<file path="src/rtl/hazard_stall_ctrl_pkg.sv">
// ---------------------------------------------------------------------------
// hazard_stall_ctrl_pkg
//
// Shared definitions for the pipeline hazard / stall controller:
//   - stall_state_e : controller FSM states (RUN, WAIT_I, WAIT_D, WAIT_BOTH)
//   - EN_*          : stage latch enable vectors, ordered {pc, id, ex, m, wb}
//   - fsel_width()  : width of a forward select able to encode N_PROD + 1
//                     choices (register file plus one per producer stage)
// ---------------------------------------------------------------------------
package hazard_stall_ctrl_pkg;

  typedef enum logic [1:0] {
    RUN       = 2'd0,
    WAIT_I    = 2'd1,
    WAIT_D    = 2'd2,
    WAIT_BOTH = 2'd3
  } stall_state_e;

  // Enable vectors, bit 4 = PC down to bit 0 = MEM/WB.
  localparam logic [4:0] EN_ALL      = 5'b11111;
  localparam logic [4:0] EN_STALL_FE = 5'b00111;
  localparam logic [4:0] EN_NONE     = 5'b00000;

  // Select 0 means "register file", k+1 means "producer k".
  function automatic int fsel_width(input int n_prod);
    return $clog2(n_prod + 1);
  endfunction

endpackage

</file>
<file path="src/rtl/hazard_stall_ctrl_if.sv">
// ---------------------------------------------------------------------------
// hazard_stall_ctrl_if
//
// Bundle of every signal between the pipeline and the hazard/stall
// controller except the clock and reset.
//
// Pipeline -> controller:
//   rs_id, rt_id, use_rs, use_rt   source operands of the ID instruction
//   prod_dest, prod_wr, prod_load  per-producer destination / write / load
//   i_hit, d_req, d_hit            cache lookups this cycle
//   i_ready, d_ready               one-cycle miss-fill completion pulses
//   redirect                       ID-stage mispredict
// Controller -> pipeline:
//   pc_we, id_we, ex_we, m_we, wb_we  stage latch enables
//   bubble_ex, flush_if               NOP injection into ID/EX, IF squash
//   fwd_sel_a, fwd_sel_b              forward selects for rs / rt
//   both_access                       both caches are being waited on
//   cnt_i_stall, cnt_d_stall, cnt_lu  saturating performance counters
//
// Modports: slave = the controller, master = the pipeline side.
// ---------------------------------------------------------------------------
interface hazard_stall_ctrl_if
  import hazard_stall_ctrl_pkg::*;
#(
  parameter int RA_W   = 2,
  parameter int N_PROD = 3,
  parameter int CNT_W  = 16,
  parameter int FSEL_W = fsel_width(N_PROD)
);

  logic [RA_W-1:0]        rs_id;
  logic [RA_W-1:0]        rt_id;
  logic                   use_rs;
  logic                   use_rt;
  logic [N_PROD*RA_W-1:0] prod_dest;
  logic [N_PROD-1:0]      prod_wr;
  logic [N_PROD-1:0]      prod_load;
  logic                   i_hit;
  logic                   d_req;
  logic                   d_hit;
  logic                   i_ready;
  logic                   d_ready;
  logic                   redirect;

  logic                   pc_we;
  logic                   id_we;
  logic                   ex_we;
  logic                   m_we;
  logic                   wb_we;
  logic                   bubble_ex;
  logic                   flush_if;
  logic [FSEL_W-1:0]      fwd_sel_a;
  logic [FSEL_W-1:0]      fwd_sel_b;
  logic                   both_access;
  logic [CNT_W-1:0]       cnt_i_stall;
  logic [CNT_W-1:0]       cnt_d_stall;
  logic [CNT_W-1:0]       cnt_lu;

  modport slave (
    input  rs_id, rt_id, use_rs, use_rt, prod_dest, prod_wr, prod_load,
           i_hit, d_req, d_hit, i_ready, d_ready, redirect,
    output pc_we, id_we, ex_we, m_we, wb_we, bubble_ex, flush_if,
           fwd_sel_a, fwd_sel_b, both_access,
           cnt_i_stall, cnt_d_stall, cnt_lu
  );

  modport master (
    output rs_id, rt_id, use_rs, use_rt, prod_dest, prod_wr, prod_load,
           i_hit, d_req, d_hit, i_ready, d_ready, redirect,
    input  pc_we, id_we, ex_we, m_we, wb_we, bubble_ex, flush_if,
           fwd_sel_a, fwd_sel_b, both_access,
           cnt_i_stall, cnt_d_stall, cnt_lu
  );

endinterface

</file>
<file path="src/rtl/hazard_stall_ctrl_match.sv">
// ---------------------------------------------------------------------------
// hazard_fwd_match
//
// Combinational priority match of one source register against N_PROD
// producer stages. The youngest producer (lowest index) holds the most
// recent value, so it wins.
//
// Ports:
//   src_i        source register address
//   use_i        the ID instruction actually reads src_i
//   prod_dest_i  packed destinations, producer k at [k*RA_W +: RA_W]
//   prod_wr_i    producer k writes the register file
//   prod_load_i  producer k is a load
//   sel_o        0 = register file, k+1 = forward from producer k
//   load_hit_o   a load among the first LU_GAP producers matches src_i
// ---------------------------------------------------------------------------
module hazard_fwd_match
  import hazard_stall_ctrl_pkg::*;
#(
  parameter int RA_W     = 2,
  parameter int N_PROD   = 3,
  parameter int LU_GAP   = 1,
  parameter int ZERO_REG = 0,
  parameter int FSEL_W   = fsel_width(N_PROD)
) (
  input  logic [RA_W-1:0]        src_i,
  input  logic                   use_i,
  input  logic [N_PROD*RA_W-1:0] prod_dest_i,
  input  logic [N_PROD-1:0]      prod_wr_i,
  input  logic [N_PROD-1:0]      prod_load_i,
  output logic [FSEL_W-1:0]      sel_o,
  output logic                   load_hit_o
);

  logic [N_PROD-1:0] match;
  logic              zeroBlock;

  // With ZERO_REG set, register 0 is hard-wired and never forwarded.
  assign zeroBlock = (ZERO_REG != 0) && (src_i == '0);

  // Per-producer match vector.
  always_comb begin
    match = '0;
    for (int k = 0; k < N_PROD; k++) begin
      match[k] = prod_wr_i[k] & use_i & ~zeroBlock &
                 (prod_dest_i[k*RA_W +: RA_W] == src_i);
    end
  end

  // Priority select: scanning from the oldest producer down lets the
  // youngest match overwrite older ones. Only loads close enough to ID
  // (index below LU_GAP) cannot be forwarded in time and need a bubble.
  always_comb begin
    sel_o      = '0;
    load_hit_o = 1'b0;
    for (int k = N_PROD - 1; k >= 0; k--) begin
      if (match[k]) begin
        sel_o = FSEL_W'(k + 1);
      end
    end
    for (int k = 0; k < N_PROD; k++) begin
      load_hit_o = load_hit_o | (prod_load_i[k] & match[k] & (k < LU_GAP));
    end
  end

endmodule

</file>
<file path="src/rtl/hazard_stall_ctrl.sv">
// ---------------------------------------------------------------------------
// hazard_stall_ctrl
//
// Pipeline hazard / stall controller for the cached 5-stage CPU.
//   - operand forwarding selects for N_PROD producer stages
//   - load-use bubble detection
//   - I- and D-cache miss stalls whose fills may complete in different cycles
//   - redirect flush gating (only when PC and ID are both advancing)
//   - saturating stall performance counters
//
// Ports:
//   clk    clock
//   reset  synchronous, active-high reset
//   bus    hazard_stall_ctrl_if.slave, see the interface for signal list
// ---------------------------------------------------------------------------
module hazard_stall_ctrl
  import hazard_stall_ctrl_pkg::*;
#(
  parameter int RA_W     = 2,
  parameter int N_PROD   = 3,
  parameter int LU_GAP   = 1,
  parameter int ZERO_REG = 0,
  parameter int CNT_W    = 16,
  parameter int FSEL_W   = fsel_width(N_PROD)
) (
  input  logic                clk,
  input  logic                reset,
  hazard_stall_ctrl_if.slave  bus
);

  stall_state_e     state_q, state_d;
  logic             i_done_q, i_done_d;
  logic             d_done_q, d_done_d;
  logic [CNT_W-1:0] cnt_i_stall_q;
  logic [CNT_W-1:0] cnt_d_stall_q;
  logic [CNT_W-1:0] cnt_lu_q;

  logic [4:0] enables;
  logic       bubble;
  logic       luBubble;
  logic       releaseCycle;
  logic       missI;
  logic       missD;
  logic       luHaz;
  logic       rsLoadHit;
  logic       rtLoadHit;
  logic       iStallInc;
  logic       dStallInc;

  // Forwarding / load-use matching for both source operands.
  hazard_fwd_match #(
    .RA_W     (RA_W),
    .N_PROD   (N_PROD),
    .LU_GAP   (LU_GAP),
    .ZERO_REG (ZERO_REG),
    .FSEL_W   (FSEL_W)
  ) u_match_rs (
    .src_i       (bus.rs_id),
    .use_i       (bus.use_rs),
    .prod_dest_i (bus.prod_dest),
    .prod_wr_i   (bus.prod_wr),
    .prod_load_i (bus.prod_load),
    .sel_o       (bus.fwd_sel_a),
    .load_hit_o  (rsLoadHit)
  );

  hazard_fwd_match #(
    .RA_W     (RA_W),
    .N_PROD   (N_PROD),
    .LU_GAP   (LU_GAP),
    .ZERO_REG (ZERO_REG),
    .FSEL_W   (FSEL_W)
  ) u_match_rt (
    .src_i       (bus.rt_id),
    .use_i       (bus.use_rt),
    .prod_dest_i (bus.prod_dest),
    .prod_wr_i   (bus.prod_wr),
    .prod_load_i (bus.prod_load),
    .sel_o       (bus.fwd_sel_b),
    .load_hit_o  (rtLoadHit)
  );

  assign luHaz = rsLoadHit | rtLoadHit;
  assign missI = ~bus.i_hit;
  assign missD = bus.d_req & ~bus.d_hit;

  // Next-state and stage-enable logic. A D-miss freezes the whole pipe,
  // an I-miss or load-use only holds PC/IF/ID and feeds a NOP into EX.
  // On the cycle a miss is released the pipe advances, but a pending
  // load-use is still honoured; new misses are only looked at from RUN.
  always_comb begin
    state_d      = state_q;
    i_done_d     = i_done_q;
    d_done_d     = d_done_q;
    enables      = EN_ALL;
    bubble       = 1'b0;
    luBubble     = 1'b0;
    releaseCycle = 1'b0;

    case (state_q)
      RUN: begin
        if (missD && missI) begin
          state_d = WAIT_BOTH;
        end else if (missD) begin
          state_d = WAIT_D;
        end else if (missI) begin
          state_d = WAIT_I;
        end

        if (missD) begin
          enables = EN_NONE;
        end else if (missI) begin
          enables = EN_STALL_FE;
          bubble  = 1'b1;
        end else if (luHaz) begin
          enables  = EN_STALL_FE;
          bubble   = 1'b1;
          luBubble = 1'b1;
        end
      end

      WAIT_I: begin
        if (missD) begin
          // The fill may finish in the very cycle we escalate; remember it.
          state_d = WAIT_BOTH;
          enables = EN_NONE;
          if (bus.i_ready) begin
            i_done_d = 1'b1;
          end
        end else if (bus.i_ready) begin
          state_d      = RUN;
          releaseCycle = 1'b1;
        end else begin
          enables = EN_STALL_FE;
          bubble  = 1'b1;
        end
      end

      WAIT_D: begin
        if (bus.d_ready) begin
          state_d      = RUN;
          releaseCycle = 1'b1;
        end else begin
          enables = EN_NONE;
        end
      end

      WAIT_BOTH: begin
        if (bus.i_ready) begin
          i_done_d = 1'b1;
        end
        if (bus.d_ready) begin
          d_done_d = 1'b1;
        end
        if ((i_done_q || bus.i_ready) && (d_done_q || bus.d_ready)) begin
          state_d      = RUN;
          i_done_d     = 1'b0;
          d_done_d     = 1'b0;
          releaseCycle = 1'b1;
        end else begin
          enables = EN_NONE;
        end
      end

      default: begin
        state_d = RUN;
      end
    endcase

    if (releaseCycle && luHaz) begin
      enables  = EN_STALL_FE;
      bubble   = 1'b1;
      luBubble = 1'b1;
    end

    // While in reset the pipeline free-runs so its own reset can propagate.
    if (reset) begin
      enables  = EN_ALL;
      bubble   = 1'b0;
      luBubble = 1'b0;
    end
  end

  // Stall cycles are charged to a cache until its fill has been seen.
  assign iStallInc = (state_q == WAIT_I) || ((state_q == WAIT_BOTH) && !i_done_q);
  assign dStallInc = (state_q == WAIT_D) || ((state_q == WAIT_BOTH) && !d_done_q);

  function automatic logic [CNT_W-1:0] satInc(input logic [CNT_W-1:0] cnt,
                                              input logic             inc);
    return (inc && (cnt != '1)) ? cnt + 1'b1 : cnt;
  endfunction

  // State, sticky fill flags and performance counters. Reset always lands
  // in RUN; any in-flight fill is left to the cache to sort out.
  always_ff @(posedge clk) begin
    if (reset) begin
      state_q       <= RUN;
      i_done_q      <= 1'b0;
      d_done_q      <= 1'b0;
      cnt_i_stall_q <= '0;
      cnt_d_stall_q <= '0;
      cnt_lu_q      <= '0;
    end else begin
      state_q       <= state_d;
      i_done_q      <= i_done_d;
      d_done_q      <= d_done_d;
      cnt_i_stall_q <= satInc(cnt_i_stall_q, iStallInc);
      cnt_d_stall_q <= satInc(cnt_d_stall_q, dStallInc);
      cnt_lu_q      <= satInc(cnt_lu_q, luBubble);
    end
  end

  // A redirect only squashes IF when ID is advancing; a stalled redirect
  // is presented again by ID on the release cycle.
  assign bus.pc_we       = enables[4];
  assign bus.id_we       = enables[3];
  assign bus.ex_we       = enables[2];
  assign bus.m_we        = enables[1];
  assign bus.wb_we       = enables[0];
  assign bus.bubble_ex   = bubble;
  assign bus.flush_if    = bus.redirect & enables[4] & enables[3] & ~reset;
  assign bus.both_access = (state_q == WAIT_BOTH) & ~reset;
  assign bus.cnt_i_stall = cnt_i_stall_q;
  assign bus.cnt_d_stall = cnt_d_stall_q;
  assign bus.cnt_lu      = cnt_lu_q;

endmodule
</file>
<file path="src/flat_wrapper.sv">
// flat-port wrapper written by rule: the top's interface ports become plain ports
module hazard_stall_ctrl_flat import hazard_stall_ctrl_pkg::*;
#(
  parameter int RA_W     = 2,
  parameter int N_PROD   = 3,
  parameter int LU_GAP   = 1,
  parameter int ZERO_REG = 0,
  parameter int CNT_W    = 16,
  parameter int FSEL_W   = fsel_width(N_PROD)
)
  (clk, reset, bus_rs_id, bus_rt_id, bus_use_rs, bus_use_rt, bus_prod_dest, bus_prod_wr, bus_prod_load, bus_i_hit, bus_d_req, bus_d_hit, bus_i_ready, bus_d_ready, bus_redirect, bus_pc_we, bus_id_we, bus_ex_we, bus_m_we, bus_wb_we, bus_bubble_ex, bus_flush_if, bus_fwd_sel_a, bus_fwd_sel_b, bus_both_access, bus_cnt_i_stall, bus_cnt_d_stall, bus_cnt_lu);
  hazard_stall_ctrl_if #(.RA_W(RA_W), .N_PROD(N_PROD), .CNT_W(CNT_W), .FSEL_W(FSEL_W)) bus_i ();
  input  logic clk;
  input  logic reset;
  input wire logic [$bits(bus_i.rs_id)-1:0] bus_rs_id;
  input wire logic [$bits(bus_i.rt_id)-1:0] bus_rt_id;
  input wire logic [$bits(bus_i.use_rs)-1:0] bus_use_rs;
  input wire logic [$bits(bus_i.use_rt)-1:0] bus_use_rt;
  input wire logic [$bits(bus_i.prod_dest)-1:0] bus_prod_dest;
  input wire logic [$bits(bus_i.prod_wr)-1:0] bus_prod_wr;
  input wire logic [$bits(bus_i.prod_load)-1:0] bus_prod_load;
  input wire logic [$bits(bus_i.i_hit)-1:0] bus_i_hit;
  input wire logic [$bits(bus_i.d_req)-1:0] bus_d_req;
  input wire logic [$bits(bus_i.d_hit)-1:0] bus_d_hit;
  input wire logic [$bits(bus_i.i_ready)-1:0] bus_i_ready;
  input wire logic [$bits(bus_i.d_ready)-1:0] bus_d_ready;
  input wire logic [$bits(bus_i.redirect)-1:0] bus_redirect;
  output wire logic [$bits(bus_i.pc_we)-1:0] bus_pc_we;
  output wire logic [$bits(bus_i.id_we)-1:0] bus_id_we;
  output wire logic [$bits(bus_i.ex_we)-1:0] bus_ex_we;
  output wire logic [$bits(bus_i.m_we)-1:0] bus_m_we;
  output wire logic [$bits(bus_i.wb_we)-1:0] bus_wb_we;
  output wire logic [$bits(bus_i.bubble_ex)-1:0] bus_bubble_ex;
  output wire logic [$bits(bus_i.flush_if)-1:0] bus_flush_if;
  output wire logic [$bits(bus_i.fwd_sel_a)-1:0] bus_fwd_sel_a;
  output wire logic [$bits(bus_i.fwd_sel_b)-1:0] bus_fwd_sel_b;
  output wire logic [$bits(bus_i.both_access)-1:0] bus_both_access;
  output wire logic [$bits(bus_i.cnt_i_stall)-1:0] bus_cnt_i_stall;
  output wire logic [$bits(bus_i.cnt_d_stall)-1:0] bus_cnt_d_stall;
  output wire logic [$bits(bus_i.cnt_lu)-1:0] bus_cnt_lu;
  assign bus_i.rs_id = bus_rs_id;
  assign bus_i.rt_id = bus_rt_id;
  assign bus_i.use_rs = bus_use_rs;
  assign bus_i.use_rt = bus_use_rt;
  assign bus_i.prod_dest = bus_prod_dest;
  assign bus_i.prod_wr = bus_prod_wr;
  assign bus_i.prod_load = bus_prod_load;
  assign bus_i.i_hit = bus_i_hit;
  assign bus_i.d_req = bus_d_req;
  assign bus_i.d_hit = bus_d_hit;
  assign bus_i.i_ready = bus_i_ready;
  assign bus_i.d_ready = bus_d_ready;
  assign bus_i.redirect = bus_redirect;
  assign bus_pc_we = bus_i.pc_we;
  assign bus_id_we = bus_i.id_we;
  assign bus_ex_we = bus_i.ex_we;
  assign bus_m_we = bus_i.m_we;
  assign bus_wb_we = bus_i.wb_we;
  assign bus_bubble_ex = bus_i.bubble_ex;
  assign bus_flush_if = bus_i.flush_if;
  assign bus_fwd_sel_a = bus_i.fwd_sel_a;
  assign bus_fwd_sel_b = bus_i.fwd_sel_b;
  assign bus_both_access = bus_i.both_access;
  assign bus_cnt_i_stall = bus_i.cnt_i_stall;
  assign bus_cnt_d_stall = bus_i.cnt_d_stall;
  assign bus_cnt_lu = bus_i.cnt_lu;
  hazard_stall_ctrl #(.RA_W(RA_W), .N_PROD(N_PROD), .LU_GAP(LU_GAP), .ZERO_REG(ZERO_REG), .CNT_W(CNT_W), .FSEL_W(FSEL_W)) u_core (.clk(clk), .reset(reset), .bus(bus_i));
endmodule
</file>
<file path="config.mk">
export PLATFORM = sky130hd
export DESIGN_NAME = hazard_stall_ctrl_flat
export DESIGN_NICKNAME = d
export VERILOG_FILES = /design/src/rtl/hazard_stall_ctrl_pkg.sv /design/src/rtl/hazard_stall_ctrl_if.sv /design/src/rtl/hazard_stall_ctrl_match.sv /design/src/rtl/hazard_stall_ctrl.sv /design/src/flat_wrapper.sv
export SDC_FILE = /design/constraint.sdc
export NUM_CORES = 1
export LEC_CHECK = 0
export BUFFER_PORTS_ARGS = -buffer_cell sky130_fd_sc_hd__buf_2
export CORE_ASPECT_RATIO = 1.75
export CORE_MARGIN = 4
export CORE_UTILIZATION = 42
export CTS_CLUSTER_DIAMETER = 60
export DETAILED_ROUTE_END_ITERATION = 16
export PLACE_DENSITY = 0.67
export SYNTH_ARGS = -nofsm -noshare
export SYNTH_HDL_FRONTEND = slang
export SYNTH_SLANG_ARGS = --single-unit
</file>
<file path="constraint.sdc">
create_clock -name clk -period 2.4 [get_ports clk]
set_input_delay 0.24 -clock clk [delete_from_list [all_inputs] [get_ports clk]]
set_output_delay 0.24 -clock clk [all_outputs]
set_load 0.005 [all_outputs]
</file>
==> results by stage, run 1 <==
Critical path:
- The worst register-to-register path ends at u_core.bus.cnt_lu[5].
- The number of cells on the worst reg-to-reg path is 5.
- The critical path is of the flop to flop type.
- STA classifies the critical path startpoint as a flop.
- For this design, the slowest cell found on the critical path is sky130_fd_sc_hd__dfxtp_1.
- At the worst endpoint, the required time is around 2600 ps.
- The largest single stage delay on the critical path is 480 ps.
- The critical path data arrival time is ~2400 ps.
- In this run the critical register-to-register path is launched from u_core.state_q[0].
- In this run the worst path has a maximum fanout of 25.
- The endpoint type of the worst setup path is a flop.
- Setup slack on the worst reg-to-reg path comes out at between 200 and 250 ps.
- Traced cell by cell, the critical path runs through a21oi_1 > a211oi_4 > o221ai_4 > nor4b_1 > mux2_2.
- The critical path's top delay family is compound AO/OA/AOI/OAI gates.
- Counting both buffers and inverters, the worst setup path holds a total of 0.

Placement:
- The final estimated routing congestion in global placement is 0.859.
- Detailed placement ended at an HPWL of roughly 5500 µm.
- The post-detailed-placement cell area is between 3000 and 4000 µm².
- The count of buffers from port buffering is 83.

Timing:
- The tightest slew margin relative to the limit is about three fifths.
- The final-report hold violation count is 0.
- The final critical path takes up 91.5% of the cycle.
- Setup repair after global routing left no endpoint under its margin.
- For the pin with the worst max-slew slack, the measured transition is 626 ps.
- The count of pins over their slew limit was 0.
- The aggregate negative setup slack is 0 ps.
- Setup violations remaining at the end of the flow were counted as 0.
- Across the routed clock network, the largest skew measured is around 5.6 ps.
- The final critical delay including setup and external delays is about 2200 ps.
- The highest clock rate is ~460 MHz.

Floorplanning:
- For this configuration, the core starts out at a cell density of a little over two fifths.
- The die span in x is 70.4 µm.
- The number of top-level design ports is 86.
- In this run the core area contains 39 standard-cell rows.
- In this run the vertical extent of the chip is approximately 120 µm.
- The area of the die is a little over 8000 µm².
- The total area inside the core boundary comes to 6590 µm².

Logic synthesis:
- The area share of the largest cell type after synthesis is between 30% and 40%.
- The synthesized netlist occupies a cell area of 2860 µm².
- The post-synthesis cell type with the largest combined area is sky130_fd_sc_hd__dfxtp_1.
- A synthesized cell averages roughly 8.3 µm².
- The share of the Yosys chip area taken by registers is around 36%.
- Yosys attributes the largest share of cell area to sky130_fd_sc_hd__dfxtp_1 36%, sky130_fd_sc_hd__nor2_1 6.4%, sky130_fd_sc_hd__xor2_1 6.4%.
- The async set-or-reset flop fraction in the synthesized netlist is 0%.
- The synthesized net count is roughly 370.
- The synthesis-stage register bit count is 52.
- The count of warnings emitted by yosys is 0.
- The number of enable-type register cells in the synthesized netlist is 0.
- The synthesized netlist contains 46 unique library cells.
- The number of standard cells after synthesis is 343.
- The top flip-flop cell by instance count after synthesis is sky130_fd_sc_hd__dfxtp_1.

Final layout:
- The filler cells instantiated in the layout total around 660.
- The post-route netlist has 26.1% of its cells at a drive strength greater than 1.
- 0 antenna diodes ended up in the layout.
- The final net count is ~450.
- The post-layout instance area is around 3500 µm².
- The post-synthesis to final-layout area growth is 22.6%.

Global route:
- The met2 track demand over resource is between 30% and 40%.
- Entering global routing, the biggest net connects 45 pins.
- The overall overflow remaining after global route is 0.
- The met1 track utilization from global routing is roughly a fifth.
- The first global-routing pass estimated 12100 µm of wire.
- The initial antenna violation count is 0.
- The via count of the first global-routing pass is 2700.
- The global routing stage identified its most utilized layer as met2.
- Global routing used between 3 and 4% of the available met3 tracks.
- The all-layer global routing usage is approximately 18%.

Detailed routing:
- The first-iteration detailed-routing DRC count is 93.
- The residual antenna-violating net count after detailed routing is 0.
- The number of remaining DRC errors is 0.
- In the final routed layout, each cell accounts on average for 14.1 µm.
- Summed over all layers, the routed wires come to around 7200 µm.
- The first detailed-routing pass ran for 4 iterations.
- Detailed routing inserted a total of 2804 vias.
- In the routed layout, each cell is associated on average with a via count of approximately 5.5.

Clock tree:
- Clock tree synthesis inserted a total of 5 buffers.
- Clock latency on the worst-skew pair, taken at its later pin, is about 300 ps.
- Clock tree synthesis selected as its root buffer the cell sky130_fd_sc_hd__clkbuf_16.
- The number of setup buffers added after CTS is 0.
- After clock tree synthesis, the clock-pin slew on the worst setup and hold paths is ~70 ps.
- The number of sinks handled by clock tree synthesis is 52.
- No sink is reached through more buffers than the 2 on the longest clock path.
- In this run the number of H-tree levels came out at 2.
- The clock tree from TritonCTS is built.

Power and ir drop:
- The power per standard cell area is slightly above 500 nW/µm².
- The worst-case IR drop observed on VDD is 0.320 mV.
- For this design the static power due to leakage is around 0.0014 µW.

Worst hold path:
- The startpoint of the lowest-slack hold path is reset.
- The class of the tightest hold or removal check is primary input to flop.
- For hold timing, the worst endpoint is u_core.bus.cnt_d_stall[2].
- The hold path depth is 2.

Status:
- The flow ran to the end, and the final reports show no timing, DRC or antenna violations.

Job:
- The tool flagged a number of max-cap violations equal to 0.
-- cells in the mapped netlist (3+ instances only) --
cell                         n
sky130_fd_sc_hd__a21oi_1    15
sky130_fd_sc_hd__clkbuf_1    6
sky130_fd_sc_hd__o21a_1      4
sky130_fd_sc_hd__dfxtp_1    52
sky130_fd_sc_hd__or4_1       9
sky130_fd_sc_hd__ha_1        3
sky130_fd_sc_hd__nor3_1     11
sky130_fd_sc_hd__nor3_2      3
sky130_fd_sc_hd__xnor2_1    19
sky130_fd_sc_hd__nor2_1     49
sky130_fd_sc_hd__buf_2       4
sky130_fd_sc_hd__nand2_1    22
sky130_fd_sc_hd__and4_1      5
sky130_fd_sc_hd__nand2b_1    4
sky130_fd_sc_hd__nor4_1      5
sky130_fd_sc_hd__o21ai_0     8
sky130_fd_sc_hd__mux2_2      4
sky130_fd_sc_hd__nor2b_1     5
sky130_fd_sc_hd__o31ai_1     8
sky130_fd_sc_hd__and3_1      6
sky130_fd_sc_hd__nor4b_1     3
sky130_fd_sc_hd__nand3_1    18
sky130_fd_sc_hd__inv_1       9
sky130_fd_sc_hd__nand4_1    17
sky130_fd_sc_hd__mux2i_1     4
sky130_fd_sc_hd__buf_4       3
sky130_fd_sc_hd__o2111ai_1   3
sky130_fd_sc_hd__xor2_1     21
-- through the flow --
step                      hold slack [ps]  std cells  setup WS, ps  util (%)  power [µW]
after floorplan                       448        343           509         -        1010
after global placement                478        500           147      50.9        1070
after detailed placement              498        500          77.3      50.9        1080
after CTS                             295        508          69.9      53.1        1800
after global routing                  314        508          11.6      53.3        1850
final                                 296        508           204      53.3        1770
-- layer usage --
layer,vias up,share of wire [%]
met1,1314,38
met5,-,0
met3,21,4.6
met2,71,54
li1,1398,-
met4,0,3.4
-- worst max path at each step --
stage / from / to / slack [ps] / depth (start not counted)
global route: u_core.state_q[0] / u_core.bus.cnt_lu[8] / 10 / 5
floorplan: u_core.bus.cnt_lu[0] / u_core.bus.cnt_lu[5] / 510 / 7
global placement: u_core.state_q[0] / u_core.bus.cnt_lu[5] / 150 / 5
finish: u_core.state_q[0] / u_core.bus.cnt_lu[5] / 200 / 5
detailed placement: u_core.state_q[0] / u_core.bus.cnt_lu[5] / 80 / 5
CTS: u_core.state_q[0] / u_core.bus.cnt_lu[5] / 70 / 5
-- where the power goes --
part | switching (µW) | internal, µW | total, µW
Combinational | 94.5 | 74.4 | 169
Clock | 329 | 389 | 718
Sequential | 15.3 | 872 | 888
Total | 439 | 1340 | 1770
-- flip-flops by register name (all words and copies together), names as in the netlist --
register                cells
u_core.bus.cnt_lu          16
u_core.d_done_q             1
u_core.bus.cnt_d_stall     16
u_core.state_q              2
u_core.bus.cnt_i_stall     16
u_core.i_done_q             1
-- cells by family after synthesis --
family	Yosys count	share of synthesized area [%]
muxes	8	2.97
xor gates and xnor gates	40	12.2
buffers and inverters	26	4.50
adders and majority gates	3	1.31
and+or+nand+nor	164	30.4
DFF	52	36.4
AOI/OAI and AO/OA	50	12.2
-- layout by cell type, fill, tap and decap left out, types with 9 or more instances in the layout --
cell | netlist | layout
sky130_fd_sc_hd__inv_1 | 9 | 9
sky130_fd_sc_hd__buf_2 | 4 | 83
sky130_fd_sc_hd__xnor2_1 | 19 | 19
sky130_fd_sc_hd__nor3_1 | 11 | 11
sky130_fd_sc_hd__nand3_1 | 18 | 18
sky130_fd_sc_hd__or4_1 | 9 | 9
sky130_fd_sc_hd__dfxtp_1 | 52 | 52
sky130_fd_sc_hd__a21oi_1 | 15 | 15
sky130_fd_sc_hd__xor2_1 | 21 | 21
sky130_fd_sc_hd__nor2_1 | 49 | 49
sky130_fd_sc_hd__nand4_1 | 17 | 17
sky130_fd_sc_hd__buf_4 | 3 | 9
sky130_fd_sc_hd__nand2_1 | 22 | 22
-- timing repair --
item	4_1_cts	5_1_grt
hold buffers	0	0
setup endpoints to repair	0	15
gates resized for setup	0	1
-- area by class of cell --
| type | count | area [µm²] | area share (%) |
|---|---|---|---|
| Tap cell | 82 | 103 | 2.92 |
| Clock buffer | 6 | 129 | 3.67 |
| Sequential cell | 52 | 1040 | 29.7 |
| Inverter | 9 | 33.8 | 0.963 |
| Multi-Input combinational cell | 265 | 1700 | 48.6 |
| Timing Repair Buffer | 92 | 483 | 13.8 |
| Clock inverter | 2 | 16.3 | 0.463 |
No activity file was read; power rests on OpenSTA's default activity.
==> inputs of run 2 (changes only) <==
--- a/config.mk
+++ b/config.mk
@@ -8,10 +8,11 @@
 export BUFFER_PORTS_ARGS = -buffer_cell sky130_fd_sc_hd__buf_2
 export CORE_ASPECT_RATIO = 1.75
 export CORE_MARGIN = 4
-export CORE_UTILIZATION = 42
+export CORE_UTILIZATION = 47
 export CTS_CLUSTER_DIAMETER = 60
 export DETAILED_ROUTE_END_ITERATION = 16
-export PLACE_DENSITY = 0.67
+export PLACE_DENSITY = 0.77
+export SLEW_MARGIN = 20
 export SYNTH_ARGS = -nofsm -noshare
 export SYNTH_HDL_FRONTEND = slang
 export SYNTH_SLANG_ARGS = --single-unit
==> constraint.sdc (replaced) <==
create_clock -name clk -period 1.8 [get_ports clk]
set_input_delay 0.18 -clock clk [delete_from_list [all_inputs] [get_ports clk]]
set_output_delay 0.18 -clock clk [all_outputs]
set_load 0.005 [all_outputs]
==> run 2 against run 1 <==
Against the previous run:
- the flow now finishes with violations (setup timing)
- fmax grew 18%
- routed wire length grew 13%
- via count grew 8.8%
- cell area grew 17%
- first-iteration DRC count grew 90%
- flip-flop and latch count is the same
- critical path depth grew 1
- power grew 29%
- highest routed layer unchanged
==> results by stage, run 2 (same netlist as run 1, synthesis figures left out) <==
Timing:
- The highest clock rate came to 538 MHz (was 455 MHz).
- The number of failing setup endpoints in the final timing report is 10 (was 0).
- The final critical delay including setup and external delays was 1860 ps (was 2200 ps).
- The post-route fraction of the period consumed by the critical path is 103% (was 91.5%).
- The actual transition at the worst max-transition pin is 419 ps (was 626 ps).
- The final setup slack of the worst path is -59.7 ps (was 204 ps).
- The tightest slew margin relative to the limit is 72.1% (was 58.3%).
- The count of pins over their slew limit came to 0 (unchanged).
- The final setup skew came to 13.7 ps (was 5.62 ps).
- The worst hold slack after final layout is 256 ps (was 296 ps).
- The final-report hold violation count is 0 (unchanged).
- Setup repair after global routing missed its margin: yes (was no).

Final layout:
- The number of fillers in the final layout is 498 (was 659).
- The fraction of layout cells with a size suffix above 1 is 41.6% (was 26.1%).
- The commonest non-fill, non-tap cell in the layout is sky130_fd_sc_hd__buf_2 (unchanged).
- Most frequent cells in the layout: 83 x sky130_fd_sc_hd__buf_2, 53 x sky130_fd_sc_hd__buf_4, 47 x sky130_fd_sc_hd__dfxtp_1 (was 83 x sky130_fd_sc_hd__buf_2, 52 x sky130_fd_sc_hd__dfxtp_1, 49 x sky130_fd_sc_hd__nor2_1).
- The final net count was 504 (was 454).
- The number of diodes added for antenna fixing came to 0 (unchanged).
- The post-synthesis to final-layout area growth was 43.8% (was 22.6%).

Clock tree:
- The number of buffers on the longest clock path came to 2 (unchanged).
- The clock tree from TritonCTS is built (unchanged).
- The source-to-sink clock delay at the later pin of the worst-skew pair is 310 ps (was 300 ps).
- The clock-pin slew reported for the worst setup and hold paths after clock tree synthesis is 100 ps (was 70 ps).
- The root buffer selected by CTS is sky130_fd_sc_hd__clkbuf_8 (was sky130_fd_sc_hd__clkbuf_16).
- The number of sinks handled by clock tree synthesis is 52 (unchanged).
- The H-tree level count is 2 (unchanged).
- The number of buffers added by the clock tree synthesis step was 5 (unchanged).

Floorplanning:
- The die span in x was 67.0 µm (was 70.4 µm).
- The area of the die was 7450 µm² (was 8250 µm²).
- The standard-cell row count is 37 (was 39).
- The starting density of the core is 48.7% (was 43.5%).
- The number of top-level design ports is 86 (unchanged).
- The floorplan die height is 111 µm (was 117 µm).
- The core region area was 5880 µm² (was 6590 µm²).

Job:
- The number of maximum-capacitance constraint violations was 0 (unchanged).

Worst hold path:
- The hold path depth is 4 (was 2).
- The class of the tightest hold or removal check is primary input to flop (unchanged).
- The worst-case hold path end point was u_core.i_done_q (was u_core.bus.cnt_d_stall[2]).
- The startpoint of the lowest-slack hold path is bus_d_ready (was reset).

Critical path:
- The worst endpoint required time was 2050 ps (was 2590 ps).
- The startpoint kind of the worst setup timing path is a flop (unchanged).
- The origin of the critical flop-to-flop path is u_core.state_q[0] (unchanged).
- The critical register-to-register path endpoint is u_core.bus.cnt_lu[11] (was u_core.bus.cnt_lu[5]).
- The cell count of the worst reg-to-reg path was 6 (was 5).
- The maximum net fanout on the critical path is 25 (unchanged).
- The endpoint type of the worst setup path is a flop (unchanged).
- The classification of the worst setup path is flop to flop (unchanged).
- The minimum setup slack among reg-to-reg paths is -60 ps (was 200 ps).
- The critical path data arrival time was 2110 ps (was 2390 ps).
- The timing startpoint of the critical path was u_core.state_q[0] (unchanged).

Status:
- The final reports fail on setup timing.
- Result of the run: finished with violations (was completed).

Placement:
- The HPWL reported at the end of detailed placement is 5810 µm (was 5480 µm).
- The setup slack at placement is -76.6 ps (was 77.3 ps).
- The count of buffers from port buffering is 83 (unchanged).
- The final estimated routing congestion in global placement is 0.853 (was 0.859).

Detailed routing:
- The number of remaining DRC errors is 0 (unchanged).
- The first-iteration detailed-routing DRC count is 177 (was 93).
- The residual antenna-violating net count after detailed routing came to 0 (unchanged).
- The post-detailed-routing wire length was 8100 µm (was 7170 µm).
- The total iterations of the first detailed-routing run is 4 (unchanged).
- The total number of vias is 3050 (was 2804).
- The detail-routed net length per standard cell is 14.6 µm (was 14.1 µm).
- The vias per cell is 5.51 (was 5.52).

Global route:
- The wire length of the first global-routing pass was 12900 µm (was 12100 µm).
- The via count of the first global-routing pass was 2954 (was 2700).
- The all-layer global routing usage came to 21.4% (was 18.1%).
- The overall overflow remaining after global route is 0 (unchanged).
- The initial antenna violation count is 0 (unchanged).
- The largest net degree at the start of global routing is 41 (was 45).

Power and ir drop:
- The worst supply voltage drop on vdd is 0.470 mV (was 0.320 mV).
- The standby leakage power is 0.00170 µW (was 0.00144 µW).
- The power per standard cell area is 558 nW/µm² (was 506 nW/µm²).
## run 2: cell count changes in the layout (fill, tap and decap cells not counted), moves of 4 or more
cell,change
sky130_fd_sc_hd__a21oi_1,-7
sky130_fd_sc_hd__a21oi_2,+7
sky130_fd_sc_hd__buf_4,+44
sky130_fd_sc_hd__clkbuf_16,-5
sky130_fd_sc_hd__clkbuf_8,+5
sky130_fd_sc_hd__dfxtp_1,-5
sky130_fd_sc_hd__dfxtp_2,+4
sky130_fd_sc_hd__mux2_2,-4
sky130_fd_sc_hd__mux2_4,+4
sky130_fd_sc_hd__nor2_1,-4
## run 2: cell type report
cell class | instances | area, µm² | share of cell area, %
Sequential cell | 52 | 1050 | 25.5
Clock buffer | 6 | 72.6 | 1.76
Inverter | 9 | 33.8 | 0.820
Multi-Input combinational cell | 266 | 1940 | 47.1
Tap cell | 78 | 97.6 | 2.37
Clock inverter | 2 | 38.8 | 0.942
Timing Repair Buffer | 141 | 887 | 21.5
## run 2: what timing repair did
action | in CTS | in global routing
setup endpoints to repair | 26 | 30
setup buffers | 0 | 3
gates resized for setup | 17 | 36
hold buffers | 0 | 0
pin swaps | 1 | 8
gates cloned | 1 | 1
## run 2: where the power goes
group | switching (µW) | internal, µW | total [µW]
Clock | 397 | 421 | 818
Combinational | 157 | 142 | 299
Sequential | 17.1 | 1160 | 1180
## run 2: worst max-delay path by stage
stage / end / slack (ps) / depth (start not counted)
after floorplan: u_core.bus.cnt_lu[5] / -10 / 6
after global placement: u_core.bus.cnt_lu[8] / -30 / 6
after detailed placement: u_core.bus.cnt_lu[8] / -80 / 6
after CTS: bus_flush_if / -30 / 6
after global routing: u_core.bus.cnt_lu[11] / -140 / 6
final: u_core.bus.cnt_lu[11] / -60 / 6
## run 2: metrics by stage
step	cells	utilization, %	TNS, ps	total power [µW]	instance area (µm²)
floorplan	343	-	-51.0	1350	2900
global placement	541	63.6	-73.2	1470	3740
detailed placement	541	63.6	-279	1470	3740
CTS	550	67.1	-95.6	2290	3940
global route	554	70.0	-1500	2400	4120
finish	554	70.0	-195	2300	4120
## run 2: critical path, stage by stage, from the launching register on
cell	delay, ps
sky130_fd_sc_hd__dfxtp_4	380
sky130_fd_sc_hd__buf_6	140
sky130_fd_sc_hd__a211oi_4	230
sky130_fd_sc_hd__o221ai_2	150
sky130_fd_sc_hd__buf_12	180
sky130_fd_sc_hd__or4_1	550
sky130_fd_sc_hd__a21oi_2	170
## run 2: layer usage
| layer | track usage, % | wire length [µm] | up-vias |
|---|---|---|---|
| met3 | 2.84 | 372 | 22 |
| met5 | 0 | 0 | - |
| met2 | 39.9 | 4510 | 92 |
| met1 | 23.1 | 2990 | 1440 |
| li1 | - | - | 1496 |
| met4 | 8.27 | 231 | 0 |
